## src/rtl/imm_pkg.sv

```systemverilog
// Shared constants for the immediate decode unit: immediate type codes and RV base opcodes.
// Optional feature macro used by dependants: IMM_DECODE_CSR_UIMM_EN.
package imm_pkg;

    localparam logic [2:0] IMM_J    = 3'b000;
    localparam logic [2:0] IMM_I    = 3'b001;
    localparam logic [2:0] IMM_S    = 3'b010;
    localparam logic [2:0] IMM_B    = 3'b011;
    localparam logic [2:0] IMM_U    = 3'b100;
    localparam logic [2:0] IMM_CSR  = 3'b101;
    localparam logic [2:0] IMM_NONE = 3'b111;

    localparam logic [6:0] OPC_LOAD      = 7'b0000011;
    localparam logic [6:0] OPC_OP_IMM    = 7'b0010011;
    localparam logic [6:0] OPC_AUIPC     = 7'b0010111;
    localparam logic [6:0] OPC_OP_IMM_32 = 7'b0011011;
    localparam logic [6:0] OPC_STORE     = 7'b0100011;
    localparam logic [6:0] OPC_OP        = 7'b0110011;
    localparam logic [6:0] OPC_LUI       = 7'b0110111;
    localparam logic [6:0] OPC_OP_32     = 7'b0111011;
    localparam logic [6:0] OPC_BRANCH    = 7'b1100011;
    localparam logic [6:0] OPC_JALR      = 7'b1100111;
    localparam logic [6:0] OPC_JAL       = 7'b1101111;
    localparam logic [6:0] OPC_SYSTEM    = 7'b1110011;

endpackage

```

## src/rtl/imm_extract.sv

```systemverilog
// Combinational opcode classifier and immediate extractor (XLEN 32 or 64).
// IMM_DECODE_CSR_UIMM_EN enables the CSR-immediate (uimm) format for SYSTEM opcodes.
module imm_extract
    import imm_pkg::*;
#(
    parameter int XLEN = 32
) (
    input  logic [31:0]     instr_i,
    output logic [XLEN-1:0] imm_o,
    output logic [2:0]      imm_type_o,
    output logic            illegal_o
);

    logic [31:0] imm32;

    always_comb begin
        imm32      = '0;
        imm_type_o = IMM_NONE;
        illegal_o  = 1'b0;
        case (instr_i[6:0])
            OPC_OP_IMM, OPC_LOAD, OPC_JALR: begin
                imm_type_o = IMM_I;
                imm32      = {{20{instr_i[31]}}, instr_i[31:20]};
            end
            OPC_OP_IMM_32: begin
                if (XLEN == 64) begin
                    imm_type_o = IMM_I;
                    imm32      = {{20{instr_i[31]}}, instr_i[31:20]};
                end else begin
                    illegal_o = 1'b1;
                end
            end
            OPC_STORE: begin
                imm_type_o = IMM_S;
                imm32      = {{20{instr_i[31]}}, instr_i[31:25], instr_i[11:7]};
            end
            OPC_BRANCH: begin
                imm_type_o = IMM_B;
                imm32      = {{19{instr_i[31]}}, instr_i[31], instr_i[7],
                              instr_i[30:25], instr_i[11:8], 1'b0};
            end
            OPC_JAL: begin
                imm_type_o = IMM_J;
                imm32      = {{11{instr_i[31]}}, instr_i[31], instr_i[19:12],
                              instr_i[20], instr_i[30:21], 1'b0};
            end
            OPC_LUI, OPC_AUIPC: begin
                imm_type_o = IMM_U;
                imm32      = {instr_i[31:12], 12'b0};
            end
            OPC_OP: begin
            end
            OPC_OP_32: begin
                if (XLEN != 64) begin
                    illegal_o = 1'b1;
                end
            end
            OPC_SYSTEM: begin
`ifdef IMM_DECODE_CSR_UIMM_EN
                // funct3[2] selects the immediate CSR forms; uimm lives in the rs1 field
                if (instr_i[14]) begin
                    imm_type_o = IMM_CSR;
                    imm32      = {27'b0, instr_i[19:15]};
                end
`endif
            end
            default: begin
                illegal_o = 1'b1;
            end
        endcase
    end

    // CSR uimm has bit 31 clear, so a single sign extension serves every format
    assign imm_o = XLEN'($signed(imm32));

endmodule

```

## src/rtl/imm_decode_pipe.sv

```systemverilog
// Pipelined immediate decode: valid/ready in, output register plus one skid entry, pc+imm target.
// Optional CSR-uimm decoding is enabled with the macro IMM_DECODE_CSR_UIMM_EN.
module imm_decode_pipe
    import imm_pkg::*;
#(
    parameter int XLEN = 32
) (
    input  logic            clk,
    input  logic            rst,
    input  logic            flush,
    input  logic            in_valid,
    output logic            in_ready,
    input  logic [31:0]     in_instr,
    input  logic [XLEN-1:0] in_pc,
    output logic            out_valid,
    input  logic            out_ready,
    output logic [XLEN-1:0] out_imm,
    output logic [2:0]      out_imm_type,
    output logic [XLEN-1:0] out_target,
    output logic [XLEN-1:0] out_pc,
    output logic            out_illegal
);

    if (XLEN != 32 && XLEN != 64) begin : g_bad_xlen
        $error("imm_decode_pipe: XLEN must be 32 or 64");
    end

    // Handshake: a transfer happens on a port when valid and ready are both high at the
    // rising edge; in_ready depends only on registered state (skid empty).
    typedef struct packed {
        logic [XLEN-1:0] imm;
        logic [XLEN-1:0] target;
        logic [XLEN-1:0] pc;
        logic [2:0]      imm_type;
        logic            illegal;
    } entry_t;

    localparam entry_t ENTRY_RST = '{imm: '0, target: '0, pc: '0, imm_type: IMM_NONE, illegal: 1'b0};

    entry_t          in_entry, out_q, out_d, skid_q, skid_d;
    logic            out_valid_q, out_valid_d, skid_valid_q, skid_valid_d;
    logic [XLEN-1:0] ext_imm;
    logic [2:0]      ext_type;
    logic            ext_illegal;

    imm_extract #(.XLEN(XLEN)) u_extract (
        .instr_i    (in_instr),
        .imm_o      (ext_imm),
        .imm_type_o (ext_type),
        .illegal_o  (ext_illegal)
    );

    always_comb begin
        in_entry.imm      = ext_imm;
        in_entry.target   = in_pc + ext_imm;
        in_entry.pc       = in_pc;
        in_entry.imm_type = ext_type;
        in_entry.illegal  = ext_illegal;
    end

    assign in_ready = !skid_valid_q;

    always_comb begin
        out_d        = out_q;
        out_valid_d  = out_valid_q;
        skid_d       = skid_q;
        skid_valid_d = skid_valid_q;
        if (flush) begin
            out_valid_d  = 1'b0;
            skid_valid_d = 1'b0;
        end else if (!out_valid_q || out_ready) begin
            // Output slot frees up: oldest entry (skid first) moves in; in_ready is high when skid empty
            if (skid_valid_q) begin
                out_d        = skid_q;
                out_valid_d  = 1'b1;
                skid_valid_d = 1'b0;
            end else if (in_valid) begin
                out_d       = in_entry;
                out_valid_d = 1'b1;
            end else begin
                out_valid_d = 1'b0;
            end
        end else if (in_valid && in_ready) begin
            skid_d       = in_entry;
            skid_valid_d = 1'b1;
        end
    end

    always_ff @(posedge clk) begin
        if (rst) begin
            out_q        <= ENTRY_RST;
            skid_q       <= ENTRY_RST;
            out_valid_q  <= 1'b0;
            skid_valid_q <= 1'b0;
        end else begin
            out_q        <= out_d;
            skid_q       <= skid_d;
            out_valid_q  <= out_valid_d;
            skid_valid_q <= skid_valid_d;
        end
    end

    assign out_valid    = out_valid_q;
    assign out_imm      = out_q.imm;
    assign out_imm_type = out_q.imm_type;
    assign out_target   = out_q.target;
    assign out_pc       = out_q.pc;
    assign out_illegal  = out_q.illegal;

endmodule

```

## config.mk

```make
export PLATFORM = sky130hd
export DESIGN_NAME = imm_decode_pipe
export DESIGN_NICKNAME = d
export VERILOG_FILES = /design/src/rtl/imm_pkg.sv /design/src/rtl/imm_extract.sv /design/src/rtl/imm_decode_pipe.sv
export SDC_FILE = /design/constraint.sdc
export NUM_CORES = 1
export LEC_CHECK = 0
export CAP_MARGIN = 20
export CORE_AREA = 2 2 181 183
export CTS_BUF_LIST = sky130_fd_sc_hd__clkbuf_4
export DETAILED_ROUTE_END_ITERATION = 16
export DIE_AREA = 0 0 183 185
export MAX_ROUTING_LAYER = met4
export PLACE_DENSITY = 0.6
export SKIP_CTS_REPAIR_TIMING = 1
export SYNTH_ARGS = -nofsm -noshare
export SYNTH_HDL_FRONTEND = slang
export SYNTH_HIERARCHICAL = 1
export SYNTH_SLANG_ARGS = --single-unit
```

## constraint.sdc

```tcl
create_clock -name clk -period 3.7 [get_ports clk]
set_input_delay 0.555 -clock clk [delete_from_list [all_inputs] [get_ports clk]]
set_output_delay 0.555 -clock clk [all_outputs]
set_load 0.005 [all_outputs]
```

* Word-level counts from Yosys, hierarchy flattened
Index checks and enable logic that the tools add are counted.
** Storage, ports and cells
- Output and inout port bits :: 102
- Flip-flop bits (word level) :: 202
- Logic and storage cells :: 44
** Cells by class
- Add/subtract/negate cells :: 1
- Muxes and demuxes :: 7
- Bitwise gates (word level) :: 2
- Equality and inequality tests :: 10
- Reduce and logical (&&, ||, !) cells :: 12
** Operators by type and width (count)
- $mux W100 :: 2
- $pmux W32 S5 :: 1
- $add A32 B32 Y32 :: 1
- $eq A7 B7 Y1 const B :: 4
- $eq A7 B6 Y1 const B :: 3
- $pmux W3 S5 :: 1
- $eq A7 B5 Y1 const B :: 2
- $reduce_or A10 Y1 :: 1
- $eq A7 B2 Y1 const B :: 1
- $reduce_and A3 Y1 :: 2
- $reduce_or A3 Y1 :: 2
- $reduce_or A2 Y1 :: 2
- $mux W1 :: 3
- $logic_not A1 Y1 :: 2
- $not A1 Y1 :: 2
- $reduce_bool A2 Y1 :: 1
- $logic_and A1 B1 Y1 :: 1
- $logic_or A1 B1 Y1 :: 1

* Depth between registers and ports, before layout
Gate-level depths: netlist of run 1.
- Word-level depth :: 6
- Depth in mapped cells :: 15

* Hierarchy
The synthesis of run 1 kept the hierarchy.
** By module, submodules not included
- imm_decode_pipe :: times used 1, area each 9646.8 um^2, cells an instance 1167
- imm_extract :: times used 1, area each 714.4 um^2, cells an instance 106

* Least setup slack after synthesis of run 1
Ideal clock, no wire load.
- Path type :: in2reg
- Start :: input port in_instr[6]
- End :: register out_q (netlist bit out_target[24])
- Stages :: 13
- Arrival time :: 3.408 ns
- Path slack :: 0.162 ns
- Cells stage by stage :: buf_2 -> and4b_1 -> o21a_1 -> a22o_1 -> fa_1 -> a211oi_1 -> o21ai_1 -> nand4b_1 -> nand3_1 -> a221o_2 -> a311oi_2 -> xor2_1 -> o22ai_1
** Between the ends
- Word-level cells in the longest chain between the ends :: 6
** RTL lines
- from (decl) :: RTL line imm_decode_pipe.sv:13 : input logic [31:0] in_instr,
- $eq A7 B5 Y1 (tied with other cells) :: RTL line imm_extract.sv:20 : case (instr_i[6:0])
- $reduce_or A3 Y1 / $reduce_or A2 Y1 (equally long branches)
- $pmux W32 S5 * :: RTL line imm_extract.sv:20
- net ext_imm[1] :: RTL line imm_decode_pipe.sv:42 : logic [XLEN-1:0] ext_imm;
- $add A32 B32 Y32 * :: RTL line imm_decode_pipe.sv:55 : in_entry.target = in_pc + ext_imm;
- $mux W100 * :: RTL line imm_decode_pipe.sv:77 : end else if (in_valid) begin
- $mux W100 * :: RTL line imm_decode_pipe.sv:73 : if (skid_valid_q) begin
- to (signal assigned) :: RTL line imm_decode_pipe.sv:96 : out_q <= out_d;
- to (decl) :: RTL line imm_decode_pipe.sv:40 : entry_t in_entry, out_q, out_d, skid_q, skid_d;
Mark *: on every way through the listed nets, which the timed path passes. The rest lies on a longest branch. The select of a mux whose other input is x is not followed.
A chain may end at the register's enable or synchronous reset.

* Final worst setup path of run 1
- Start :: input port in_instr[5]
- End :: register out_q (netlist bit out_target[31])
Same word-level chain as after synthesis.

==> metrics.yaml, run 1 <==
clock_network:
  clock_path_buffers: 3
  cts.sinks: 202
  cts_tree: "built"
  clock-root-buffer: "clkbuf_4"
  clk_latency_ns: 0.71
  cts_buffers: 57
  path_clk_slew_ns: 0.06
  cts.htree.levels: 2
synth:
  async_flop_share: 0
  avgSynthCellArea_um2: 8.14
  syn_inst: 1273
  synth_seq_cells: 202
  synth_cell_types: 72
  synth_edf_count: 0
  yosysSeqAreaShare: 0.390
  syn_nets: 1374
  yosysWarnings: 6
  ys.flop_type: "dfxtp_1"
  synth_area_um2: 10400
critical_path:
  cp_slowest_stage_delay_ns: 0.55
  setup.worst_path.start: "in_instr[5]"
  regToRegSetupSlack_ns: 1.42
  r2r-end: "skid_q[67]"
  required_ns: 4.26
  crit_arrival_ns: 4.20
  crit_family: "compound AO/OA/AOI/OAI gates"
  critPathSlowestCell: "or4_1"
  crit_buf_inv: 2
  worstSetupPathType: "primary input to flip-flop"
  path_cells: "clkdlybuf4s50_1 > or4_1 > o32ai_2 > buf_4 > and2_1 > ha_1 > nand3_1 > nor2_1 > o211ai_2 > o211a_2 > o31ai_1 > o31a_1 > mux2i_1 > o41ai_2"
  reg2reg_depth: 7
  startpoint_type: "primary input"
  endpoint_kind: "flip-flop"
  r2r-start: "skid_valid_q"
  endpoint: "out_target[31]"
  cp_max_fo: 7
  crit_cells: 14
layout:
  area_growth_pct: 38.1
  drive_above_1_share: 0.184
  final_cells: 2020
  nets: 1668
drt:
  ant_nets: 0
  via_per_inst: 5.12
  drt-initial-drc-count: 614
  vias: 10300
  wl_per_cell_um: 17.2
  drc: 0
  dr.pass1.iters: 5
  finalWirelength_mm: 34.7
pwr:
  p_clk_frac: 0.411
  p_leak_nw: 5.60
  p_sw_mw: 1.43
  pwr-share-comb: 0.156
  power.density_nw_per_um2: 371
  power_mw: 5.31
  p_sw_frac: 0.270
  vdd.ir_drop.worst_mv: 0.215
  seqPwrFrac: 0.433
  p_int_mw: 3.88
timing:
  setup_viol: 0
  tns_ns: 0
  relSlewSlack: 0.274
  rsz0062_at_grt: "no"
  final_max_slew_viol_count: 0
  finalCriticalPeriod_ns: 3.64
  period_share: 0.984
  holdWs_ns: 0.333
  tightest_slew_ns: 1.09
  fin_skew_ns: 0.0299
  finalHoldViolations: 0
  clock.fmax_mhz: 275
job:
  cap_violations: 0
worst_hold_path:
  min_path_type: "primary input to flip-flop"
die:
  die_w_um: 183
  ios: 171
  core_area_um2: 32000
  die_h_um: 185
  dieArea_um2: 33900
  start_util: 0.323
  num_rows: 66
place:
  dp_cells: 1916
  gp_congestion: 0.869
  portBuffers: 170
  dp_hpwl_mm: 25.0
run_status:
  status: "complete, no violations"
global_route:
  antenna_found_initial: 2
  grt.total_usage: 0.206
  grt-ovfl-total: 0
  grt_max_degree: 117
  grt_pass1_wl_mm: 53.4
  first_global_vias: 9746
## power by group through the flow
stage                     Combinational [mW]  Sequential (mW)  Clock, mW
final                                  0.827             2.30       2.18
after detailed placement               0.828             2.35          0
after floorplan                        0.363             2.35          0
after CTS                              0.831             2.30       2.25
after global routing                   0.902             2.31       2.38
after global placement                 0.824             2.35          0
## through the flow
stage           util  setup slack (ns)  cell area [um2]
5_1_grt        0.447           0.00570            14300
3_3_place_gp   0.422            -0.605            13500
4_1_cts        0.446             0.103            14300
3_5_place_dp   0.422            -0.655            13500
2_1_floorplan      -             0.162            10400
6_report       0.447            0.0609            14300
## cell usage in the layout, fill, tap and decap left out, drive strengths merged, types with 5 or more instances in the layout
cell,instances
buf,166
a22o,5
nor2,138
a21o,14
a211oi,95
a311oi,5
dfxtp,202
o21a,8
a21oi,128
nand3,39
nand2b,7
mux2i,85
and2,10
o211ai,6
o22ai,10
clkdlybuf4s50,165
nand3b,12
nor2b,14
nand2,206
xnor2,11
xor2,12
inv,20
nor3,11
clkbuf,87
ha,31
o21ai,36
clkinv,12
a31oi,9
## sequential cells by signal (all words and copies together) (netlist names)
| name | flops |
|---|---|
| skid_valid_q | 1 |
| out_valid | 1 |
| out_target | 32 |
| out_illegal | 1 |
| out_imm_type | 3 |
| out_pc | 32 |
| out_imm | 32 |
| skid_q | 100 |
## cells by family (layout without fill, tap and decap cells)
logic type	after synthesis	after routing	synth area share
xor+xnor	23	23	0.0194
mux	85	85	0.0821
flops	202	202	0.390
compound gates	345	345	0.218
buf+inv	119	456	0.0458
fa+ha+maj	32	32	0.0394
other cells	0	2	0
simple gates	467	467	0.205
## final cells by class
cell class	instances	area, um2
clock inverters	15	114
diodes	2	5.00
flip-flops and latches	202	4050
inverters	19	71.3
fillers	3207	17700
well taps	408	510
clock buffers	87	653
repair buffers	335	3030
multi-input cells	952	5890
## Yosys cell counts (3+ instances only)
master    number  area share
nand3_2       10      0.0097
nor2_1       138       0.050
a211oi_1      95       0.069
a21o_1        14       0.010
nand3_1       29       0.014
o21ai_1        4      0.0019
o31a_1         3      0.0025
o211ai_1       5      0.0036
buf_1          3      0.0011
inv_1         19      0.0069
o22ai_1       10      0.0060
a21oi_2        3      0.0025
and3_1         4      0.0024
nor2b_1       14      0.0085
ha_1          31       0.037
xor2_1        12       0.010
a211o_1        4      0.0034
o31ai_1        3      0.0022
a31oi_1        8      0.0048
nand2_1      206       0.075
a22o_1         5      0.0042
o21ai_0       31       0.015
xnor2_1       11      0.0093
nand4_1        4      0.0024
and2_1        10      0.0060
a311oi_1       4      0.0034
or3_1          4      0.0024
mux2i_1       85       0.082
a21oi_1      125       0.060
clkbuf_1      87       0.032
buf_2          7      0.0034
nand2b_1       7      0.0042
nand3b_1      12      0.0087
nor3b_1        3      0.0022
nor3_1        11      0.0053
dfxtp_1      202        0.39
o21a_1         8      0.0058
## metal layers
metal,vias up,track usage,wire length (um)
met5,-,-,0
met4,0,0.0502,482
met3,36,0.0340,1620
met2,254,0.330,16100
met1,4920,0.273,16500
li1,5130,-,-
## worst register-to-register path: cells and delay by family, from the launching register on
family	cells	cell delay (ns)
simple gates	3	0.58
compound gates	2	0.24
buf+inv	2	1.00
flops	1	0.35
## how the worst min path moves through the flow
stage               start              to  cells past startpoint
6_report              rst      skid_q[47]                      2
5_1_grt               rst  out_target[11]                      2
4_1_cts               rst      skid_q[47]                      2
3_5_place_dp   skid_q[78]      skid_q[78]                      2
3_3_place_gp   skid_q[60]      skid_q[60]                      2
2_1_floorplan  skid_q[64]      skid_q[64]                      2
No activity file was read; power rests on OpenSTA's default activity.
==> inputs of run 2 (changes only) <==
- GPL_TIMING_DRIVEN: default -> 0
==> metrics.yaml, run 2 (synthesis gave the netlist of run 1 again) <==
drt:
  dr.pass1.iters: 5  # unchanged
  finalWirelength_mm: 38.6  # was 34.7 mm
  via_per_inst: 5.26  # was 5.12
  vias: 10300  # about the same
  drt-initial-drc-count: 695  # was 614
  ant_nets: 0  # unchanged
  wl_per_cell_um: 19.7  # was 17.2 um
  drc: 0  # unchanged
timing:
  finalHoldViolations: 0  # unchanged
  rsz0062_at_grt: "no"  # unchanged
  finalCriticalPeriod_ns: 3.50  # was 3.64 ns
  relSlewSlack: 0.332  # was 0.274
  period_share: 0.945  # was 0.984
  final_max_slew_viol_count: 0  # unchanged
  tightest_slew_ns: 1.00  # was 1.09 ns
  clock.fmax_mhz: 286  # was 275 MHz
  setup_viol: 0  # unchanged
  fin_skew_ns: 0.0280  # was 0.0299 ns
pwr:
  p_sw_frac: 0.280  # was 0.270
  power.density_nw_per_um2: 381  # was 371 nW/um2
  seqPwrFrac: 0.440  # was 0.433
  vdd.ir_drop.worst_mv: 0.190  # was 0.215 mV
  p_clk_frac: 0.405  # was 0.411
  p_int_mw: 3.78  # was 3.88 mW
  pwr-share-comb: 0.155  # was 0.156
  p_leak_nw: 5.05  # was 5.60 nW
  p_sw_mw: 1.47  # was 1.43 mW
global_route:
  grt_max_degree: 16  # was 117
  grt-ovfl-total: 0  # unchanged
  first_global_vias: 9807  # was 9746
  grt_pass1_wl_mm: 57.0  # was 53.4 mm
  grt.total_usage: 0.228  # was 0.206
  antenna_found_initial: 1  # was 2
critical_path:
  cp_max_fo: 10  # was 7
  regToRegSetupSlack_ns: 0.79  # was 1.42 ns
  worstSetupPathType: "primary input to flip-flop"  # unchanged
  startpoint_type: "primary input"  # unchanged
  endpoint_kind: "flip-flop"  # unchanged
  crit_arrival_ns: 4.08  # was 4.20 ns
  required_ns: 4.28  # was 4.26 ns
layout:
  final_cells: 1960  # was 2020
  area_growth_pct: 32.9  # was 38.1%
  final_util: 0.430  # was 0.447
  drive_above_1_share: 0.124  # was 0.184
  largest_register_ffs: 100  # unchanged
  largest_register: "skid_q"  # unchanged
  fillers: 3254  # was 3207
  nets: 1610  # was 1668
  final_common_cell: "nand2_1"  # unchanged
  final_cell_mix: "nand2_1, dfxtp_1, clkdlybuf4s50_1"  # unchanged
clock_network:
  clk_latency_ns: 0.70  # was 0.71 ns
  clock-root-buffer: "clkbuf_4"  # unchanged
  clock_path_buffers: 3  # unchanged
  path_clk_slew_ns: 0.07  # was 0.06 ns
  cts_tree: "built"  # unchanged
  cts.htree.levels: 2  # unchanged
  cts.sinks: 202  # unchanged
  cts_buffers: 55  # was 57
place:
  portBuffers: 169  # was 170
  dp_cells: 1850  # was 1916
  gp_congestion: 0.928  # was 0.869
  dp_hpwl_mm: 29.3  # was 25.0 mm
die:
  ios: 171  # unchanged
  core_area_um2: 32000  # unchanged
  num_rows: 66  # unchanged
  start_util: 0.323  # unchanged
  die_w_um: 183  # unchanged
  die_h_um: 185  # unchanged
  dieArea_um2: 33900  # unchanged
worst_hold_path:
  min_path_type: "primary input to flip-flop"  # unchanged
job:
  cap_violations: 0  # unchanged
run_status:
  status: "complete, no violations"  # unchanged
## run 2: cell count changes in the layout (fill, tap and decap cells not counted), moves of 5 or more
cell,before,now
buf_12,6,1
buf_4,159,13
clkbuf_1,0,80
ha_1,31,26
ha_2,0,5
o22ai_1,10,1
o22ai_4,0,5
## run 2: per-layer routing
layer  share of wire  track usage
met5               0            -
met1            0.45        0.299
met3           0.068       0.0417
met4           0.033       0.0800
met2            0.44        0.352
## run 2: critical path: stages
cell,delay [ns]
clkdlybuf4s50_1,0.61
or4b_4,0.53
buf_6,0.17
nand3_2,0.12
ha_2,0.36
a21o_1,0.20
a21o_1,0.17
a21oi_1,0.21
o21ai_1,0.13
a221o_1,0.33
a31oi_1,0.18
xor2_1,0.09
buf_4,0.16
a311oi_1,0.25
## run 2: per-stage QoR
step / setup TNS (ns) / hold slack, ns / setup slack (ns) / cell area [um2] / power, mW
after global routing: 0 / 0.358 / 0.104 / 13800 / 5.45
after CTS: -7.82 / 0.314 / -0.654 / 13300 / 5.24
final: 0 / 0.360 / 0.204 / 13800 / 5.24
after floorplan: 0 / 0.419 / 0.162 / 10400 / 2.71
after detailed placement: -41.09 / 0.446 / -1.36 / 12600 / 3.12
after global placement: -42.14 / 0.431 / -1.36 / 12600 / 3.12
## run 2: power groups by stage
stage | Sequential (mW) | Combinational, mW | Clock [mW]
after floorplan | 2.35 | 0.363 | 0
after global placement | 2.35 | 0.763 | 0
after detailed placement | 2.35 | 0.765 | 0
after CTS | 2.31 | 0.769 | 2.16
after global routing | 2.31 | 0.877 | 2.26
final | 2.31 | 0.812 | 2.13
## run 2: final cells by class
| type | count | area [um2] | area share |
|---|---|---|---|
| diodes | 1 | 2.50 | 0.000182 |
| clock buffers | 82 | 616 | 0.0447 |
| clock inverters | 17 | 126 | 0.00918 |
| plain buffers | 96 | 418 | 0.0304 |
| multi-input cells | 952 | 6160 | 0.447 |
| well taps | 408 | 510 | 0.0371 |
| inverters | 19 | 71.3 | 0.00518 |
| repair buffers | 183 | 1820 | 0.132 |
| flip-flops and latches | 202 | 4040 | 0.294 |
## run 2: worst paths after layout
check / from / to / cells after the start
hold / removal: in_instr[4] / skid_q[99] / 5
hold reg to reg: skid_q[36] / skid_q[36] / 2
setup / recovery: in_instr[31] / out_target[28] / 14
setup reg to reg: skid_valid_q / out_target[4] / 8
==> inputs of run 3 (changes only) <==
- CTS_CLUSTER_SIZE: default -> 40
==> metrics.yaml, run 3 (synthesis gave the netlist of run 1 again) <==
global_route:
  grtUsageMet1: 0.300  # was 0.299
  antenna_found_initial: 1  # unchanged
  grt-ovfl-total: 0  # unchanged
  grt_max_degree: 16  # unchanged
  grt_pass1_wl_mm: 56.9  # was 57.0 mm
  first_global_vias: 9766  # was 9807
  top_usage_layer: "met2"  # unchanged
  grtUsageMet2: 0.354  # was 0.352
  grt_util_met3: 0.0393  # was 0.0417
  grt.total_usage: 0.227  # was 0.228
clock_network:
  cts.htree.levels: 2  # unchanged
  clk_latency_ns: 0.69  # was 0.70 ns
  clock_path_buffers: 3  # unchanged
  path_clk_slew_ns: 0.07  # about the same
  cts.sinks: 202  # unchanged
  cts_buffers: 54  # was 55
  clock-root-buffer: "clkbuf_4"  # unchanged
  cts_tree: "built"  # unchanged
layout:
  final_common_cell: "nand2_1"  # unchanged
  area_growth_pct: 32.8  # was 32.9%
  finalInstanceArea_um2: 13800  # about the same
  drive_above_1_share: 0.125  # was 0.124
  largest_register: "skid_q"  # unchanged
  fillers: 3259  # was 3254
  final_cell_mix: "nand2_1, dfxtp_1, clkdlybuf4s50_1"  # unchanged
  nets: 1610  # unchanged
  final_util: 0.429  # was 0.430
  largest_register_ffs: 100  # unchanged
pwr:
  power_mw: 5.22  # was 5.24 mW
  p_leak_nw: 5.04  # was 5.05 nW
  power.density_nw_per_um2: 380  # was 381 nW/um2
  vdd.ir_drop.worst_mv: 0.184  # was 0.190 mV
critical_path:
  critPathSlowestCell: "clkdlybuf4s50_1"  # unchanged
  crit_family: "buffers and inverters"  # was compound AO/OA/AOI/OAI gates
  path_cells: "clkdlybuf4s50_1 > or4b_4 > buf_6 > nand3_2 > ha_1 > clkbuf_1 > nand4_1 > nor2_1 > a221oi_1 > o21ai_0 > a31oi_2 > mux2i_2 > nand2_1 > a311oi_1"  # was clkdlybuf4s50_1 > or4b_4 > buf_6 > nand3_2 > ha_2 > a21o_1 > a21o_1 > a21oi_1 > o21ai_1 > a221o_1 > a31oi_1 > xor2_1 > buf_4 > a311oi_1
  crit_arrival_ns: 4.08  # about the same
  cp_max_fo: 10  # unchanged
  required_ns: 4.28  # about the same
  endpoint_kind: "flip-flop"  # unchanged
  crit_buf_inv: 3  # unchanged
  startpoint_type: "primary input"  # unchanged
  cp_slowest_stage_delay_ns: 0.61  # about the same
  worstSetupPathType: "primary input to flip-flop"  # unchanged
drt:
  vias: 10400  # was 10300
  drc: 0  # unchanged
  dr.pass1.iters: 6  # was 5
  drt-initial-drc-count: 720  # was 695
  finalWirelength_mm: 38.5  # was 38.6 mm
  ant_nets: 0  # unchanged
  via_per_inst: 5.31  # was 5.26
  wl_per_cell_um: 19.6  # was 19.7 um
timing:
  fin_skew_ns: 0.0208  # was 0.0280 ns
  holdWs_ns: 0.365  # was 0.360 ns
  tightest_slew_ns: 1.04  # was 1.00 ns
  rsz0062_at_grt: "no"  # unchanged
  finalHoldViolations: 0  # unchanged
  setup_viol: 0  # unchanged
  final_max_slew_viol_count: 0  # unchanged
  fin_ws_ns: 0.207  # was 0.204 ns
  clock.fmax_mhz: 286  # about the same
  finalCriticalPeriod_ns: 3.49  # was 3.50 ns
  period_share: 0.944  # was 0.945
  relSlewSlack: 0.304  # was 0.332
place:
  dp_hpwl_mm: 29.3  # unchanged
  dp_slack_ns: -1.36  # unchanged
  portBuffers: 169  # unchanged
  place_area_um2: 12600  # unchanged
  gp_congestion: 0.928  # unchanged
die:
  core_area_um2: 32000  # unchanged
  dieArea_um2: 33900  # unchanged
  die_h_um: 185  # unchanged
  die_w_um: 183  # unchanged
  num_rows: 66  # unchanged
  ios: 171  # unchanged
  start_util: 0.323  # unchanged
job:
  cap_violations: 0  # unchanged
worst_hold_path:
  min_path_type: "primary input to flip-flop"  # unchanged
run_status:
  status: "complete, no violations"  # unchanged
run 3: power by group:
part	internal, mW	total (mW)	switching, mW
clock	1.15	2.10	0.956
combinational	0.370	0.813	0.443
sequential	2.26	2.31	0.0498
total	3.77	5.22	1.45
run 3: layer usage:
layer  wire length [um]  up-vias
li1                   -     5009
met1              17400     4935
met2              17400      401
met3               2690       65
met4                974        0
met5                  0        -
run 3: cell type report:
| type | instances | area [um2] | share of cell area |
|---|---|---|---|
| antenna | 1 | 2.50 | 0.000182 |
| tap | 408 | 510 | 0.0371 |
| clock buffer | 82 | 616 | 0.0447 |
| timing repair buffer | 185 | 1840 | 0.133 |
| sequential | 202 | 4040 | 0.294 |
| buffer | 95 | 413 | 0.0300 |
| multi-input combinational | 952 | 6150 | 0.447 |
| inverter | 19 | 71.3 | 0.00518 |
| clock inverter | 15 | 118 | 0.00855 |
run 3: final timing paths:
path / startpoint / end / slack, ns / depth (start not counted)
setup reg to reg: skid_valid_q / out_target[5] / 0.77 / 8
hold reg to reg: skid_q[36] / skid_q[36] / 0.45 / 2
setup / recovery: in_instr[31] / out_target[29] / 0.21 / 14
hold / removal: in_instr[4] / skid_q[99] / 0.36 / 5
run 3: through the flow:
step                      cells  TNS [ns]
after floorplan            1273         0
after global placement     1850    -42.14
after detailed placement   1850    -41.09
after CTS                  1947     -8.25
after global routing       1959         0
final                      1959         0
run 3: worst reg2reg max path, stage by stage (launching register included):
cell	delay, ns
dfxtp_1	0.31
clkbuf_1	0.35
nor2_1	0.16
nor3_1	0.21
clkbuf_1	0.81
clkbuf_1	0.62
o211ai_1	0.17
o21ai_0	0.13
nor2_1	0.06
